==> config.mk <==
export PLATFORM = sky130hd
export DESIGN_NAME = inst_fetch_ctrl_flat
export DESIGN_NICKNAME = d
export VERILOG_FILES = /design/src/rtl/inst_fetch_ctrl_pkg.sv /design/src/rtl/inst_fetch_ctrl_if.sv /design/src/rtl/inst_fetch_ctrl_fetch_watchdog.sv /design/src/rtl/inst_fetch_ctrl.sv /design/src/flat_wrapper.sv
export SDC_FILE = /design/constraint.sdc
export NUM_CORES = 1
export LEC_CHECK = 0
export CORE_UTILIZATION = 43
export CTS_CLUSTER_DIAMETER = 150
export DETAILED_ROUTE_END_ITERATION = 12
export PLACE_DENSITY = 0.77
export RECOVER_POWER = 25
export SYNTH_ARGS = -nofsm -noshare
export SYNTH_HDL_FRONTEND = slang
export SYNTH_SLANG_ARGS = --single-unit
==> constraint.sdc <==
create_clock -name clk -period 2.4 [get_ports clk]
set_clock_uncertainty 0.1 [all_clocks]
set_input_delay 0.6 -clock clk [delete_from_list [all_inputs] [get_ports clk]]
set_output_delay 0.6 -clock clk [all_outputs]
set_load 0.02 [all_outputs]
==> src/rtl/inst_fetch_ctrl_pkg.sv <==
// Shared definitions for the instruction-fetch controller: FSM encoding,
// default bus widths, reset PC and reset level.
package inst_fetch_ctrl_pkg;

  typedef enum logic [1:0] {
    IDLE    = 2'd0,
    REQ     = 2'd1,
    WAIT    = 2'd2,
    DISCARD = 2'd3
  } state_e;

  localparam int unsigned ADDR_W_DEF = 32;
  localparam int unsigned DATA_W_DEF = 32;

  localparam logic [31:0] RESET_PC   = 32'hbfc0_0000;
  localparam logic        RST_ENABLE = 1'b1;

endpackage

==> src/rtl/inst_fetch_ctrl_if.sv <==
// SRAM-like instruction bus: request/address out, address-accept and
// read-data handshake back.
interface inst_fetch_ctrl_if
  import inst_fetch_ctrl_pkg::*;
#(
  parameter int unsigned ADDR_W = ADDR_W_DEF,
  parameter int unsigned DATA_W = DATA_W_DEF
);

  logic              inst_req;
  logic [ADDR_W-1:0] inst_addr;
  logic              inst_addr_ok;
  logic [DATA_W-1:0] inst_rdata;
  logic              inst_data_ok;

  modport master (
    output inst_req, inst_addr,
    input  inst_addr_ok, inst_rdata, inst_data_ok
  );

  modport slave (
    input  inst_req, inst_addr,
    output inst_addr_ok, inst_rdata, inst_data_ok
  );

endinterface

==> src/rtl/inst_fetch_ctrl_fetch_watchdog.sv <==
// Fetch bus watchdog: counts cycles spent in WAIT/DISCARD and raises a sticky
// bus error on a WAIT timeout. Only built when FETCH_TIMEOUT_EN is defined.
`ifdef FETCH_TIMEOUT_EN
module fetch_watchdog
  import inst_fetch_ctrl_pkg::*;
#(
  parameter int unsigned ADDR_W  = ADDR_W_DEF,
  parameter int unsigned TIMEOUT = 255
) (
  input  logic              clk,
  input  logic              rst,
  input  state_e            state,
  input  logic [ADDR_W-1:0] pc_i,
  input  logic              flush_i,
  input  logic              data_ok,
  output logic              expired_c,
  output logic              err
);

  localparam int unsigned CNT_W = $clog2(TIMEOUT + 1);

  state_e            state_prev_q;
  logic [CNT_W-1:0]  cnt_q;
  logic [CNT_W-1:0]  cnt_eff;
  logic [ADDR_W-1:0] pc_prev_q;
  logic              run;
  logic              entered;

  // Count restarts on every state entry, so the first cycle in a state sees 0.
  assign run       = (state == WAIT) || (state == DISCARD);
  assign entered   = (state != state_prev_q);
  assign cnt_eff   = entered ? '0 : cnt_q;
  assign expired_c = run && (cnt_eff == CNT_W'(TIMEOUT - 1));

  always_ff @(posedge clk) begin
    if (rst == RST_ENABLE) begin
      state_prev_q <= IDLE;
      cnt_q        <= '0;
      pc_prev_q    <= '0;
      err          <= 1'b0;
    end else begin
      state_prev_q <= state;
      pc_prev_q    <= pc_i;
      cnt_q        <= run ? cnt_eff + CNT_W'(1) : '0;
      if (flush_i || (pc_i != pc_prev_q)) begin
        err <= 1'b0;
      end else if (expired_c && (state == WAIT) && !data_ok) begin
        err <= 1'b1;
      end
    end
  end

endmodule
`endif

==> src/rtl/inst_fetch_ctrl.sv <==
// Instruction-fetch sequencer: one bus read per PC, single-entry word buffer,
// stale-response discard on flush. Optional bus watchdog: FETCH_TIMEOUT_EN.
module inst_fetch_ctrl
  import inst_fetch_ctrl_pkg::*;
#(
  parameter int unsigned ADDR_W  = ADDR_W_DEF,
  parameter int unsigned DATA_W  = DATA_W_DEF,
  parameter int unsigned TIMEOUT = 255
) (
  input  logic               clk,
  input  logic               rst,
  input  logic [ADDR_W-1:0]  pc_i,
  input  logic               flush_i,
  inst_fetch_ctrl_if.master  bus,
  output logic [DATA_W-1:0]  inst_o,
  output logic               inst_valid_o,
  output logic               exc_adel_o,
  output logic               exc_ibe_o,
  output logic               stall_req_o
);

  state_e            state_q;
  logic              inst_req_q;
  logic [ADDR_W-1:0] req_addr_q;
  logic              drop_q;
  logic              buf_valid_q;
  logic [ADDR_W-1:0] buf_addr_q;
  logic [DATA_W-1:0] buf_inst_q;
  logic              hit;
  logic              misaligned;
  logic              wd_expired_c;

  assign hit          = buf_valid_q && (buf_addr_q == pc_i);
  assign misaligned   = (pc_i[1:0] != 2'b00);
  assign inst_o       = hit ? buf_inst_q : '0;
  assign exc_adel_o   = misaligned;
  assign inst_valid_o = hit || misaligned || exc_ibe_o;
  assign stall_req_o  = !inst_valid_o;

  assign bus.inst_req  = inst_req_q;
  assign bus.inst_addr = req_addr_q;

`ifdef FETCH_TIMEOUT_EN
  fetch_watchdog #(
    .ADDR_W  (ADDR_W),
    .TIMEOUT (TIMEOUT)
  ) u_watchdog (
    .clk       (clk),
    .rst       (rst),
    .state     (state_q),
    .pc_i      (pc_i),
    .flush_i   (flush_i),
    .data_ok   (bus.inst_data_ok),
    .expired_c (wd_expired_c),
    .err       (exc_ibe_o)
  );
`else
  logic unused_cfg;
  assign unused_cfg   = ^{32'(TIMEOUT)};
  assign wd_expired_c = 1'b0;
  assign exc_ibe_o    = 1'b0;
`endif

  // Fetch FSM; the request stays up until accepted, then at most one read is outstanding.
  always_ff @(posedge clk) begin
    if (rst == RST_ENABLE) begin
      state_q     <= IDLE;
      inst_req_q  <= 1'b0;
      req_addr_q  <= '0;
      drop_q      <= 1'b0;
      buf_valid_q <= 1'b0;
      buf_addr_q  <= '0;
      buf_inst_q  <= '0;
    end else begin
      if (flush_i) begin
        buf_valid_q <= 1'b0;
      end
      case (state_q)
        IDLE: begin
          drop_q <= 1'b0;
          if (!hit && !misaligned && !flush_i) begin
            req_addr_q <= pc_i;
            inst_req_q <= 1'b1;
            state_q    <= REQ;
          end
        end
        REQ: begin
          if (flush_i) begin
            drop_q <= 1'b1;
          end
          if (bus.inst_addr_ok) begin
            inst_req_q <= 1'b0;
            drop_q     <= 1'b0;
            state_q    <= (drop_q || flush_i) ? DISCARD : WAIT;
          end
        end
        WAIT: begin
          if (bus.inst_data_ok) begin
            // Only keep the word if it still belongs to the current PC.
            if (!flush_i && (req_addr_q == pc_i)) begin
              buf_inst_q  <= bus.inst_rdata;
              buf_addr_q  <= req_addr_q;
              buf_valid_q <= 1'b1;
            end
            state_q <= IDLE;
          end else if (flush_i) begin
            state_q <= DISCARD;
          end else if (wd_expired_c) begin
            state_q <= IDLE;
          end
        end
        DISCARD: begin
          if (bus.inst_data_ok || wd_expired_c) begin
            state_q <= IDLE;
          end
        end
        default: state_q <= IDLE;
      endcase
    end
  end

endmodule

==> src/flat_wrapper.sv <==
// flat-port wrapper written by rule: the top's interface ports become plain ports
module inst_fetch_ctrl_flat import inst_fetch_ctrl_pkg::*;
#(
  parameter int unsigned ADDR_W  = ADDR_W_DEF,
  parameter int unsigned DATA_W  = DATA_W_DEF,
  parameter int unsigned TIMEOUT = 255
)
  (clk, rst, pc_i, flush_i, inst_o, inst_valid_o, exc_adel_o, exc_ibe_o, stall_req_o, bus_inst_req, bus_inst_addr, bus_inst_addr_ok, bus_inst_rdata, bus_inst_data_ok);
  inst_fetch_ctrl_if #(.ADDR_W(ADDR_W), .DATA_W(DATA_W)) bus_i ();
  input  logic clk;
  input  logic rst;
  input  logic [ADDR_W-1:0] pc_i;
  input  logic flush_i;
  output logic [DATA_W-1:0] inst_o;
  output logic inst_valid_o;
  output logic exc_adel_o;
  output logic exc_ibe_o;
  output logic stall_req_o;
  output wire logic [$bits(bus_i.inst_req)-1:0] bus_inst_req;
  output wire logic [$bits(bus_i.inst_addr)-1:0] bus_inst_addr;
  input wire logic [$bits(bus_i.inst_addr_ok)-1:0] bus_inst_addr_ok;
  input wire logic [$bits(bus_i.inst_rdata)-1:0] bus_inst_rdata;
  input wire logic [$bits(bus_i.inst_data_ok)-1:0] bus_inst_data_ok;
  assign bus_inst_req = bus_i.inst_req;
  assign bus_inst_addr = bus_i.inst_addr;
  assign bus_i.inst_addr_ok = bus_inst_addr_ok;
  assign bus_i.inst_rdata = bus_inst_rdata;
  assign bus_i.inst_data_ok = bus_inst_data_ok;
  inst_fetch_ctrl #(.ADDR_W(ADDR_W), .DATA_W(DATA_W), .TIMEOUT(TIMEOUT)) u_core (.clk(clk), .rst(rst), .pc_i(pc_i), .flush_i(flush_i), .bus(bus_i), .inst_o(inst_o), .inst_valid_o(inst_valid_o), .exc_adel_o(exc_adel_o), .exc_ibe_o(exc_ibe_o), .stall_req_o(stall_req_o));
endmodule
## Word level (Yosys, flattened, before mapping)

Cells that the tools add are included.

| cells by class | value |
|---|---|
| add/subtract/negate cells | 0 |
| multipliers | 0 |
| div/mod/pow operators | 0 |
| $lt $le $gt $ge | 0 |
| equal/unequal tests | 10 |
| shift-type cells | 0 |
| multiplexer cells | 18 |
| bitwise logic cells | 0 |
| reduce and logical (&&, ||, !) cells | 18 |

Operators with widths:

| cell | number |
|---|---|
| equality test 32 bit | 2 |
| two-way mux 32 bit | 1 |
| two-way mux 2 bit | 5 |
| two-way mux 1 bit | 9 |
| case mux 2 bit (4 select lines) | 1 |
| != test 3 bit, second input constant | 2 |
| AND reduction 3 bit | 2 |
| equality test 2 bit, second input constant | 2 |
| logical AND 1 bit | 4 |
| zero test 1 bit | 4 |
| != test 2 bit, second input constant | 2 |
| case mux 1 bit (2 select lines) | 2 |
| AND reduction 2 bit | 2 |
| AND reduction 4 bit | 1 |
| nonzero test 2 bit | 2 |
| equality test 2 x 1 -> 1 bit, second input constant | 1 |
| zero test 2 bit | 1 |
| logical OR 1 bit | 2 |
| != test 2 x 1 -> 1 bit, second input constant | 1 |

| storage, ports and cells | value |
|---|---|
| bits in registers | 101 |
| bits in latches | 0 |
| bits in writable memories | 0 |
| memory bits (read-only) | 0 |
| input bits | 69 |
| output and inout bits | 69 |
| word-level logic and storage cells | 53 |
| memories kept | 0 |

## Logic depth before layout (Yosys ltp)

Gate-level depths: netlist of the first run.

| logic depth | value |
|---|---|
| word-level depth | 7 |
| mapped depth | 8 |
| mapped depth without buffers | 6 |

## Least setup slack after synthesis of the first run

Ideal clock, no wire load.

| timing path | value |
|---|---|
| kind | input to output |
| start point | in pc_i[3] |
| end point | out inst_valid_o |
| data arrival time | 2.041 ns |
| data required time | 1.700 ns |
| slack | -0.341 ns |
| cell stages on the path | 7 |
| buffers on the path | 1 |
| cell sequence | xor2_1 -> nor4_1 -> nand4_1 -> nor3_4 -> clkbuf_1 -> nor2_1 -> inv_1 |

| on the way | value |
|---|---|
| cells in the longest elaborated chain, start to end | 3 |

Ends and longest elaborated chain:

| what | line | source |
|---|---|---|
| from (decl) | flat_wrapper.sv:12 | `input logic [ADDR_W-1:0] pc_i;` |
| equality test 32 bit | inst_fetch_ctrl.sv:33 | `assign hit = buf_valid_q && (buf_addr_q == pc_i);` |
| logical AND 1 bit | inst_fetch_ctrl.sv:33 |  |
| logical OR 1 bit | inst_fetch_ctrl.sv:37 | `assign inst_valid_o = hit \|\| misaligned \|\| exc_ibe_o;` |
| to (decl) | flat_wrapper.sv:15 | `output logic inst_valid_o;` |

No other way between the ends.

## Worst setup path after layout of the first run

| timing path | value |
|---|---|
| start point | in pc_i[27] |
| end point | out inst_o[12] |

| on the way | value |
|---|---|
| cells in the longest elaborated chain, start to end | 3 |

Ends and longest elaborated chain:

| what | line | source |
|---|---|---|
| equality test 32 bit | inst_fetch_ctrl.sv:33 |  |
| logical AND 1 bit | inst_fetch_ctrl.sv:33 |  |
| two-way mux 32 bit | inst_fetch_ctrl.sv:35 | `assign inst_o = hit ? buf_inst_q : '0;` |
| to (decl) | flat_wrapper.sv:14 | `output logic [DATA_W-1:0] inst_o;` |

No other way between the ends.

==> flow_metrics.tcl, run 1 <==
set metrics [dict create \
    seq_power_share_pct 50.6 \
    layout_min_cycle_time_ps 2910 \
    detail_route.drc_violations 0 \
    final-max-slew-violation-count 0 \
    numCtsBuffers 9 \
    detail_route.vias_per_cell 5.03 \
    clock-sinks 101 \
    fin_crit_sh_pct 121 \
    synthesis.area_sq_um 4710 \
    worstSetupEndpointType "primary output" \
    combinationalPowerShare_pct 13.2 \
    ctsLongestPathBuffers 2 \
    wirelength_microns 13200 \
    cts_tree "done" \
    drt_pre_antenna_iters 4 \
    report.final.setup_viol 38 \
    ant_nets 0 \
    die_height_microns 107 \
    timing.setup.critical_path_class "in -> out" \
    fmax_ghz 0.344 \
    pwr_cell_area_nw_per_um2 479 \
    fin_ws_ps -508 \
    clock_tree.htree_level_count 3 \
    first_global_vias 4047 \
    routed_wire_length_per_instance_microns 16.4 \
    arrival_ps 2210 \
    final_area_sq_um 7090 \
    share_of_final_layout_standard_cells_stronger_than_drive_strength_1_pct 31.0 \
    antenna_violations_before_repair 0 \
    number_of_drc_markers_after_the_initial_detailed_route_iteration 173 \
    grt_start_max_net_pins 63 \
    via_count 4047 \
    critical_path.startpoint_type "input pin" \
    internal_power_mw 2.57 \
    hold_viol 0 \
    slew-limit-headroom_pct 32.7 \
    grt_pass1_wl_microns 20300 \
    cts.hold.buffers_added 0 \
    syn_avg_cell_area_sq_um 9.55 \
    worst_ir_drop_vdd_mv 0.329 \
    ios 138 \
    synth.yosys.warnings 0 \
    gp_routability_congestion 0.816 \
    clk_transition_reported_paths_ps 100 \
    place.port_buffers 136 \
    cp_max_fo 8 \
    design.die.area_sq_um 11400 \
    power_mw 3.39 \
    seq_area_frac_synth_pct 43.0 \
    hpwlAfterDp_microns 9060 \
    timing.hold.worst.class "reg -> reg" \
    critical_path_required_ps 1700 \
    outcome "finished, violations left" \
    ys_seq_elements 101 \
    initial_utilization_pct 45.0 \
    yosys.cell_types.count 30 \
    rsz0062_at_grt "yes" \
    netSwitchingFraction_pct 24.2 \
    core.rowCount 37 \
    global_route.overflow_total 0 \
    antenna_cells 0 \
    synth_cells 493 \
    synth.net_count 562 \
    fp.dieW_microns 107 \
    failed_checks "setup timing" \
    timing_worst_slew_pin_value_ps 1010 \
    finish.net_count 732 \
    clock_tree.root_cell "clkbuf_8" \
    area_growth_syn_to_layout_pct 50.7 \
    power_switching_mw 0.821 \
    place_area_sq_um 6490 \
    clock_latency_ps 360 \
    fin_tns_setup_ps -15680 \
    drv_cap 0 \
    core_region_area_sq_um 10500 \
    clock_power_share_pct 36.2 \
    power.leakage_nw 3.35 \
    grt_use_total_pct 22.9 \
]
==> flip-flops by register name, indices dropped and copies added, names as in the netlist <==
name / cells
u_core.drop_q: 1
u_core.buf_inst_q: 32
u_core.bus.inst_req: 1
u_core.buf_addr_q: 32
u_core.bus.inst_addr: 32
u_core.state_q: 2
u_core.buf_valid_q: 1
==> worst max-delay path, cell delays in order <==
cell and delay [ps]:
buf_6 110, xor2_2 170, nor4_2 300, nand4_1 180
nor3_4 260, buf_6 190, buf_16 140, and2_4 140
buf_6 110
==> cell families after synthesis <==
family	share of synthesized area [%]
compound gates	0.904
xor+xnor	11.9
buf+inv	4.49
flops	43.0
mux	20.0
other cells	0.0797
simple gates	19.6
==> final cells by class <==
type                    count  area, sq um
flip-flops and latches    101         2030
clock buffers              11          151
clock inverters             5         81.3
fillers                   789         3370
multi-input cells         360         2800
well taps                 136          170
inverters                   4         15.0
repair buffers            187         1840
==> cell usage in the layout, fill, tap and decap left out, drive strengths merged, types with 2 or more instances in the layout <==
cell type      count
or2                2
dlygate4sd3       26
nand2b             2
buf              103
and2              32
nand4              8
clkdlybuf4s15      5
xor2              32
bufinv             2
xnor2             32
nand2             62
clkbuf            20
dlygate4sd2        2
nand3              5
dfxtp            101
mux2i             94
a21oi              5
clkdlybuf4s50     42
nor3b              2
inv                5
nor4              10
nor2              66
nor3               4
==> path summary, 6_finish.rpt <==
path                                                          from                                 end  slack, ps  cells past startpoint
worst min-delay path            u_core.buf_inst_q[20]$_SDFFE_PP0P_  u_core.buf_inst_q[20]$_SDFFE_PP0P_        400                      2
worst max register to register   u_core.buf_addr_q[3]$_SDFFE_PP0P_    u_core.bus.inst_req$_SDFFE_PP0P_        -60                     11
worst max-delay path                                      pc_i[27]                          inst_o[12]       -510                      9
worst min register to register  u_core.buf_inst_q[20]$_SDFFE_PP0P_  u_core.buf_inst_q[20]$_SDFFE_PP0P_        400                      2
==> power groups by stage <==
stage	logic, mW	clock network [mW]	registers [mW]
floorplan	0.161	0	1.78
global placement	0.428	0	1.76
detailed placement	0.435	0	1.76
CTS	0.438	1.25	1.72
global route	0.475	1.33	1.72
finish	0.447	1.23	1.72
==> per-layer routing <==
layer | routed length, microns | part of all wire, % | vias up | track usage (%)
li1 | - | - | 1946 | -
met4 | 112 | 0.85 | 0 | 4.11
met1 | 5770 | 44 | 1939 | 29.6
met3 | 754 | 5.7 | 14 | 4.07
met2 | 6560 | 50 | 148 | 40.2
met5 | 0 | 0 | - | 0
==> metrics by stage <==
step / worst slack [ps] / util (%) / instances / hold WS (ps)
after floorplan: -168 / - / 493 / 350
after global placement: -1390 / 62.0 / 778 / 367
after detailed placement: -1440 / 62.0 / 778 / 379
after CTS: -482 / 66.9 / 800 / 401
after global routing: -550 / 67.8 / 804 / 402
final: -508 / 67.8 / 804 / 398
==> cells in the mapped netlist <==
library cell   instances  area [sq um]
a21oi_1                5          25.0
buf_4                  1          7.51
o21a_1                 1          7.51
inv_2                  1          3.75
xnor2_1               32           280
nand3_1                5          25.0
nor3b_2                2          25.0
buf_6                  3          33.8
dlygate4sd3_1          1          10.0
inv_1                  3          11.3
clkbuf_1              11          41.3
o211a_1                1          10.0
nand4_1                8          50.1
nor4_4                 1          21.3
nor3_1                 3          15.0
nor2_1                66           248
nand2b_1               2          12.5
or2_2                  2          12.5
or3_1                  1          6.26
xor2_1                32           280
and2_1                29           181
mux2i_1               94           941
nor3_4                 1          16.3
buf_2                  7          35.0
and2_2                 3          22.5
nand2_1               62           233
dfxtp_1              101          2020
nor4_1                 9          56.3
conb_1                 1          3.75
clkbuf_8               5          68.8
==> timing repair <==
| action | CTS | global route |
|---|---|---|
| resized for setup | 348 | 38 |
| pin swaps | 21 | 16 |
| endpoints found under the hold margin | 0 | 0 |
| cloned | 3 | 2 |
| setup endpoints to repair | 133 | 65 |
| setup buffers | 3 | 3 |
Note: power is estimated with default switching activity, not from simulation.
==> run 2, diff against run 1 <==
--- a/config.mk
+++ b/config.mk
@@ -5,9 +5,10 @@
 export SDC_FILE = /design/constraint.sdc
 export NUM_CORES = 1
 export LEC_CHECK = 0
-export CORE_UTILIZATION = 43
+export CORE_UTILIZATION = 45
 export CTS_CLUSTER_DIAMETER = 150
 export DETAILED_ROUTE_END_ITERATION = 12
+export HOLD_SLACK_MARGIN = 0.03
 export PLACE_DENSITY = 0.77
 export RECOVER_POWER = 25
 export SYNTH_ARGS = -nofsm -noshare
==> constraint.sdc (replaced) <==
create_clock -name clk -period 3.2 [get_ports clk]
set_clock_uncertainty 0.1 [all_clocks]
set_input_delay 0.8 -clock clk [delete_from_list [all_inputs] [get_ports clk]]
set_output_delay 0.8 -clock clk [all_outputs]
set_load 0.02 [all_outputs]
==> flow_metrics.tcl, run 2 (synthesis gave the netlist of run 1 again) <==
set metrics [dict create \
    outcome "finished, violations left" \
    failed_checks "capacitance limit, slew limit, setup timing" \
    rsz0062_at_grt "yes" \
    detail_route.vias_per_cell 5.00 \
    clock-sinks 101 \
    share_of_final_layout_standard_cells_stronger_than_drive_strength_1_pct 28.0 \
    ios 138 \
    finish.net_count 732 \
    design.die.area_sq_um 10900 \
    via_count 4008 \
    number_of_drc_markers_after_the_initial_detailed_route_iteration 114 \
    antenna_cells 0 \
    fin_crit_sh_pct 102 \
    final_common_cell "dfxtp_1" \
    ctsLongestPathBuffers 2 \
    area_growth_syn_to_layout_pct 48.0 \
    ant_nets 0 \
    critical_path.startpoint_type "input pin" \
    report.final.setup_viol 34 \
    fin_ws_ps -66.2 \
    clock_tree.htree_level_count 3 \
    grt_pass1_wl_microns 19600 \
    timing.hold.worst.class "reg -> reg" \
    power.leakage_nw 3.34 \
    worst_ir_drop_vdd_mv 0.269 \
    layout_min_cycle_time_ps 3270 \
    cp_max_fo 4 \
    clk_transition_reported_paths_ps 90 \
    gp_routability_congestion 0.818 \
    pwr_cell_area_nw_per_um2 345 \
    core_region_area_sq_um 9950 \
    slew-limit-headroom_pct -0.838 \
    grt_most_used_layer "met2" \
    cts_tree "done" \
    mostFrequentLayoutCells "101 x dfxtp_1, 94 x mux2i_1, 66 x nor2_1, 62 x nand2_1" \
    fin_tns_setup_ps -1880 \
    hpwlAfterDp_microns 8540 \
    hold_viol 0 \
    numCtsBuffers 9 \
    critical_path_required_ps 2300 \
    cts.hold.buffers_added 0 \
    final-max-slew-violation-count 70 \
    wirelength_microns 12700 \
    grt_use_total_pct 22.8 \
    first_global_vias 3947 \
    initial_utilization_pct 47.3 \
    grt_start_max_net_pins 70 \
    timing.setup.critical_path_class "in -> out" \
    drt_pre_antenna_iters 5 \
    place_area_sq_um 6400 \
    drv_cap 1 \
    worstSetupEndpointType "primary output" \
    global_route.usage.met3_pct 5.08 \
    global_route.overflow_total 0 \
    detail_route.drc_violations 0 \
    antenna_violations_before_repair 0 \
    clock_latency_ps 370 \
    arrival_ps 2370 \
    timing_worst_slew_pin_value_ps 1510 \
    routed_wire_length_per_instance_microns 15.9 \
    postLayoutCoreUtil_pct 70.0 \
    fp.dieW_microns 104 \
    power_mw 2.40 \
    clock_tree.root_cell "clkbuf_8" \
    core.rowCount 36 \
    grt_use_met1_pct 28.9 \
    die_height_microns 104 \
    groute.layer.met2.usage_pct 37.4 \
    final_area_sq_um 6970 \
    place.port_buffers 136 \
    fmax_ghz 0.306 \
]
[run 2: critical path, stage by stage]
cell and delay [ps]:
buf_8 100, xor2_2 160, nor4_4 310, nand4_1 190, nor3_4 260, buf_6 160
clkbuf_16 140, and2_4 130, buf_6 110
[run 2: final timing paths]
check / slack (ps) / to / cells after the start / startpoint
max: -70 / inst_o[4] / 9 / pc_i[15]
min: 400 / u_core.bus.inst_addr[30]$_SDFFE_PP0P_ / 2 / u_core.bus.inst_addr[30]$_SDFFE_PP0P_
max reg2reg: 790 / u_core.bus.inst_req$_SDFFE_PP0P_ / 10 / u_core.buf_addr_q[15]$_SDFFE_PP0P_
min reg2reg: 400 / u_core.bus.inst_addr[30]$_SDFFE_PP0P_ / 2 / u_core.bus.inst_addr[30]$_SDFFE_PP0P_
[run 2: per-stage QoR]
stage	cells	setup WS, ps	hold WS [ps]
floorplan	493	58.8	350
global placement	777	-997	366
detailed placement	777	-1050	377
CTS	800	-123	402
global route	801	-186	431
finish	801	-66.2	403
[run 2: cell type report]
cell class	count	area, sq um
clock buffers	11	151
well taps	133	166
multi-input cells	360	2750
repair buffers	187	1820
inverters	4	15.0
clock inverters	5	40.0
flip-flops and latches	101	2020
fillers	782	2990
[run 2: layer usage]
metal | vias to the layer above | wire length, microns
met2 | 136 | 6120
met3 | 21 | 743
li1 | 1945 | -
met4 | 0 | 267
met5 | - | 0
met1 | 1906 | 5590
[run 2: timing repair]
| item | CTS | global route |
|---|---|---|
| resized for setup | 338 | 48 |
| setup buffers | 5 | 2 |
| setup endpoints to repair | 35 | 34 |
| pin swaps | 24 | 27 |
| gates cloned | 2 | 3 |
[run 2: where the power goes]
group / internal, mW / switching, mW
registers: 1.27 / 0.0174
clock network: 0.335 / 0.461
logic: 0.167 / 0.150
==> run 3, diff against run 2 <==
--- a/config.mk
+++ b/config.mk
@@ -7,6 +7,7 @@
 export LEC_CHECK = 0
 export CORE_UTILIZATION = 45
 export CTS_CLUSTER_DIAMETER = 150
+export CTS_CLUSTER_SIZE = 20
 export DETAILED_ROUTE_END_ITERATION = 12
 export HOLD_SLACK_MARGIN = 0.03
 export PLACE_DENSITY = 0.77
==> results of run 3 <==
Same layout as run 2: the final DEF is identical, and so are final timing and power.
==> RTL change 1: new RTL, flow settings as in run 3 <==
Add a define of `FETCH_TIMEOUT_EN`.
--- a/src/rtl/inst_fetch_ctrl_fetch_watchdog.sv
+++ b/src/rtl/inst_fetch_ctrl_fetch_watchdog.sv
@@ -2,2 +2,4 @@
 // bus error on a WAIT timeout. Only built when FETCH_TIMEOUT_EN is defined.
+`define FETCH_TIMEOUT_EN
+
 `ifdef FETCH_TIMEOUT_EN
Check against the original RTL: same outputs for any inputs over 4 cycles, from zero or initial values and one cycle with rst high; that may be too few to reach the edited logic, so the function may still have changed.
==> RTL change 1 against run 3 <==
  * The run still ends with max-capacitance violations, max-slew violations, negative setup slack left
  * Count of clock-buffer cells in the layout rose by 10
  * Wire length rose by 38%
  * Final area rose by 35%
  * Power rose by 90%
  * Setup slack got worse by 0.16 ns
  * First-iteration DRC count rose to 2.7 times the old value
  * Critical path type unchanged
  * Highest routed layer unchanged
  * Synthesized area rose by 38%
  * Sequential cell count rose by 43
==> RTL change 1: results (changes against run 3) <==
| Metric | Value |
|---|---|
| Filler cells | `1009 (was 782)` |
| Placed cell area | `0.00844 mm2 (was 0.00640 mm2)` |
| Met1 Resource Use GR | `0.299 (was 0.289)` |
| Status | `complete, but fails checks (unchanged)` |
| First-pass GRT wire length | `28100 um (was 19600 um)` |
| Peak fanout along the critical path | `8 (was 4)` |
| Routability Congestion | `0.818 (about the same)` |
| Arrival time of the worst setup path | `2.53 ns (was 2.37 ns)` |
| Final HPWL DP | `12100 um (was 8540 um)` |
| Hold path endpoint | `u_core.bus.inst_req$_SDFFE_PP0P_ (was u_core.bus.inst_addr[30]$_SDFFE_PP0P_)` |
| Max VDD drop | `0.000368 V (was 0.000269 V)` |
| Final nets | `898 (was 732)` |
| Ranking of synthesized cells by area | `dfxtp_1 (44%), mux2i_1 (9.9%), xor2_1 (9.6%) (was dfxtp_1 (43%), mux2i_1 (20%), xnor2_1 (6.0%))` |
| Vias/cell | `5.02 (was 5.00)` |
| TritonCTS buffer count | `17 (was 9)` |
| Routed len/inst | `17.3 um (was 15.9 um)` |
| Clock transition at path regs | `0.06 ns (was 0.09 ns)` |
| Worst-Skew Late Latency | `0.42 ns (was 0.37 ns)` |
| Number of max-cap violations | `1 (unchanged)` |
| Seq area share | `0.305 (was 0.290)` |
| Hold Startpoint | `u_core.bus.inst_req$_SDFFE_PP0P_ (was u_core.bus.inst_addr[30]$_SDFFE_PP0P_)` |
| Final worst slack | `-0.226 ns (was -0.0662 ns)` |
| Origin of the critical flop-to-flop path | `u_core.buf_addr_q[29]$_SDFFE_PP0P_ (was u_core.buf_addr_q[15]$_SDFFE_PP0P_)` |
| # clock sinks | `144 (was 101)` |
| Via count | `5116 (was 4008)` |
| Clkbuf count | `21 (was 11)` |
| Setup violations, final | `32 (was 34)` |
| Grt met2 use | `0.436 (was 0.374)` |
| Fin. max-slew vios | `78 (was 70)` |
| Largest net degree at the start of global routing | `78 (was 70)` |
| Multi-Input Combinational | `454 (was 360)` |
| Multi-input gate share of total cell area | `0.387 (was 0.395)` |
| Setup WS pre-CTS | `-1.29 ns (was -1.05 ns)` |
| Non-clk buf share | `0.210 (was 0.261)` |
| Slew HR | `-0.0409 (was -0.00838)` |
| Reg2reg setup slack | `0.38 ns (was 0.79 ns)` |
| M3 GR Usage | `0.0482 (was 0.0508)` |
| Violated checks | `max-capacitance violations, max-slew violations, negative setup slack (unchanged)` |
| Non-clock buffers | `202 (was 187)` |
| CTS H-tree lvls | `4 (was 3)` |
[RTL change 1: changes by cell type after synthesis, sizes merged, moves of 3 or more]
cell	delta
dfxtp	+43
inv	+4
mux2	+31
mux2i	-30
nand2	-54
nor2	+20
nor2b	+65
nor4	+7
o21ai	+3
xnor2	-3
xor2	+39
[RTL change 1: how the worst max path moves through the flow]
stage	from	cells past startpoint	end	slack, ns
after floorplan	pc_i[5]	6	inst_o[10]	0.12
after global placement	pc_i[2]	8	inst_o[2]	-1.26
after detailed placement	pc_i[2]	8	inst_o[5]	-1.29
after CTS	pc_i[30]	12	inst_o[11]	-0.27
after global routing	pc_i[23]	11	inst_o[14]	-0.31
final	pc_i[1]	10	inst_o[14]	-0.23
[RTL change 1: routing by layer]
metal  part of all wire  vias to the layer above
met3              0.044                       27
met5                  0                        -
met4              0.019                        0
met2               0.51                      115
met1               0.43                     2507
li1                   -                     2467
[RTL change 1: critical path: cells and delay by family]
kind,cells,cell delay [ns]
and+or+nand+nor,4,0.90
xor gates and xnor gates,1,0.19
buffers and inverters,5,0.62
[RTL change 1: cells by family (layout without fill, tap and decap cells)]
family	Yosys count	after routing	share of synthesized area
XOR/XNOR	100	100	0.135
AO/OA/AOI/OAI	14	14	0.0143
flip-flops	144	144	0.445
buffers and inverters	38	242	0.0332
adder cells (fa/ha/maj)	2	2	0.00386
multiplexers	95	95	0.168
AND/OR/NAND/NOR	243	243	0.201
[RTL change 1: what timing repair did]
action	4_1_cts	5_1_grt
setup endpoints to repair	64	34
pin swaps	39	26
setup buffers	8	1
resized for setup	349	22
hold buffers	0	0
cloned	4	0
[RTL change 1: where the power goes]
group          switching (uW)  leakage (uW)  total, uW  internal [uW]
Sequential               39.2       0.00117       1880           1840
Clock                     754      0.000329       2210           1460
Combinational             222       0.00240        465            243
==> RTL change 2: new RTL, flow settings as in run 3 <==
Made on the original files. Re-encode `state_e` (4 states) as Gray code, 2 bits wide.
--- a/src/rtl/inst_fetch_ctrl_pkg.sv
+++ b/src/rtl/inst_fetch_ctrl_pkg.sv
@@ -5,6 +5,6 @@
   typedef enum logic [1:0] {
-    IDLE    = 2'd0,
-    REQ     = 2'd1,
-    WAIT    = 2'd2,
-    DISCARD = 2'd3
+    IDLE    = 2'b00,
+    REQ     = 2'b01,
+    WAIT    = 2'b11,
+    DISCARD = 2'b10
   } state_e;
Function: same outputs for any inputs over 4 cycles, from zero or initial values and one cycle with rst high; so few cycles prove little.
==> RTL change 2 against run 3 <==
  * The run ends with negative setup slack left
  * Wire length rose by 0.60%
  * Setup slack got worse by 0.15 ns
  * Sequential cell count unchanged
  * Final area is 3.2% higher
  * Synthesized area grew 3.1%
  * Highest routed layer unchanged
  * Via count barely moved
  * First-iteration DRC count rose by 25%
  * Power fell by 0.95%
==> RTL change 2: results (changes against run 3) <==
| Metric | Value |
|---|---|
| Status | `complete, but fails checks (unchanged)` |
| Violated checks | `negative setup slack (was max-capacitance violations, max-slew violations, negative setup slack)` |
| Origin of the critical flop-to-flop path | `u_core.buf_addr_q[16]$_SDFFE_PP0P_ (was u_core.buf_addr_q[15]$_SDFFE_PP0P_)` |
| Ranking of synthesized cells by area | `dfxtp_1 (42%), mux2i_1 (20%), xor2_1 (11%) (was dfxtp_1 (43%), mux2i_1 (20%), xnor2_1 (6.0%))` |
| Layout cells sized above 1 | `0.274 (was 0.280)` |
| Post-synth net total | `568 (was 562)` |
| Gr usage total | `0.231 (was 0.228)` |
| Max VDD drop | `0.000262 V (was 0.000269 V)` |
| DRT Pass-1 Iters | `4 (was 5)` |
| Routed len/inst | `15.8 um (was 15.9 um)` |
| Final worst slack | `-0.218 ns (was -0.0662 ns)` |
| WL met1 | `5600 um (was 5590 um)` |
| WL met3 | `726 um (was 743 um)` |
| Mux contribution to synthesized area | `0.196 (was 0.200)` |
| Routability Congestion | `0.814 (was 0.818)` |
| Arrival time of the worst setup path | `2.52 ns (was 2.37 ns)` |
| Vias in the first global route | `4061 (was 3947)` |
| Final HPWL DP | `8820 um (was 8540 um)` |
| Initial DRC Count | `142 (was 114)` |
| Register area share after synthesis | `0.417 (was 0.430)` |
| Post-Synth XOR/XNOR Area | `0.115 (was 0.119)` |
| Hold Startpoint | `u_core.buf_inst_q[10]$_SDFFE_PP0P_ (was u_core.bus.inst_addr[30]$_SDFFE_PP0P_)` |
| First-pass GRT wire length | `20300 um (was 19600 um)` |
| Pwr per Cell Area | `331 mW/mm2 (was 345 mW/mm2)` |
| Commonest cells post-synth | `dfxtp_1 (101), mux2i_1 (95), nor2_1 (68) (was dfxtp_1 (101), mux2i_1 (94), nor2_1 (66))` |
| Setup violations, final | `34 (unchanged)` |
| Final nets | `741 (was 732)` |
| LEAKAGE | `0.00294 uW (was 0.00334 uW)` |
| Mapped Cells | `499 (was 493)` |
| Post-Place Cells | `791 (was 777)` |
| Non-filler cells, final | `812 (was 801)` |
| Peak fanout along the critical path | `8 (was 4)` |
| Filler cells | `789 (was 782)` |
## RTL change 2: cell types whose count changed after synthesis, sizes merged, moves of 3 or more
cell    change
xnor2      -29
nor2        +3
nor4        +4
nand2b     +60
nand4       -6
nand2      -60
xor2       +29
## RTL change 2: through the flow
| stage | setup slack [ns] | setup TNS (ns) | hold slack (ns) |
|---|---|---|---|
| 2_1_floorplan | 0.0662 | 0 | 0.352 |
| 3_3_place_gp | -1.04 | -35.28 | 0.367 |
| 3_5_place_dp | -1.09 | -37.60 | 0.374 |
| 4_1_cts | -0.189 | -5.37 | 0.406 |
| 5_1_grt | -0.307 | -8.24 | 0.439 |
| 6_report | -0.218 | -5.27 | 0.402 |
## RTL change 2: metal layers
layer  vias up  GRT usage
met5         -          0
met3        10     0.0489
met2       138      0.408
met1      1888      0.283
li1       1969          -
met4         0     0.0615
## RTL change 2: layout make-up
| cell class | instances | share of cell area |
|---|---|---|
| clock inverter | 5 | 0.00522 |
| timing repair buffer | 190 | 0.264 |
| sequential | 101 | 0.281 |
| inverter | 4 | 0.00209 |
| multi-input combinational | 366 | 0.406 |
| tap | 136 | 0.0237 |
| clock buffer | 10 | 0.0177 |
## RTL change 2: logic make-up (layout without fill, tap and decap cells)
family          after synthesis  in the layout
other cells                   1              1
simple gates                197            197
mux                          95             95
xor+xnor                     64             64
compound gates                9              9
flops                       101            101
buf+inv                      32            209
## RTL change 2: power breakdown
group / internal [uW] / switching (uW) / leakage, uW
Combinational: 186 / 163 / 0.00204
Sequential: 1280 / 25.5 / 0.000815
Clock: 282 / 445 / 0.0000787
## RTL change 2: worst max-delay path, stage by stage
cell	delay [ns]
buf_2	0.13
xor2_1	0.15
nor4_2	0.32
nand4_1	0.22
nor3_4	0.26
buf_12	0.15
buf_12	0.11
buf_16	0.12
and2_4	0.14
buf_6	0.11
## RTL change 2: path summary, 6_finish.rpt
path                            cells past startpoint                                    to  slack [ns]
worst max-delay path                               10                            inst_o[14]       -0.22
worst min-delay path                                2    u_core.buf_inst_q[10]$_SDFFE_PP0P_        0.40
worst max register to register                     11  u_core.bus.inst_addr[6]$_SDFFE_PP0P_        0.72
worst min register to register                      2    u_core.buf_inst_q[10]$_SDFFE_PP0P_        0.40
## RTL change 2: repair_timing
action                                  in CTS  in global routing
cloned                                       3                  0
pin swaps                                   39                 11
resized for setup                          348                 11
endpoints found under the setup margin      35                 34
buffers inserted                             4                  0
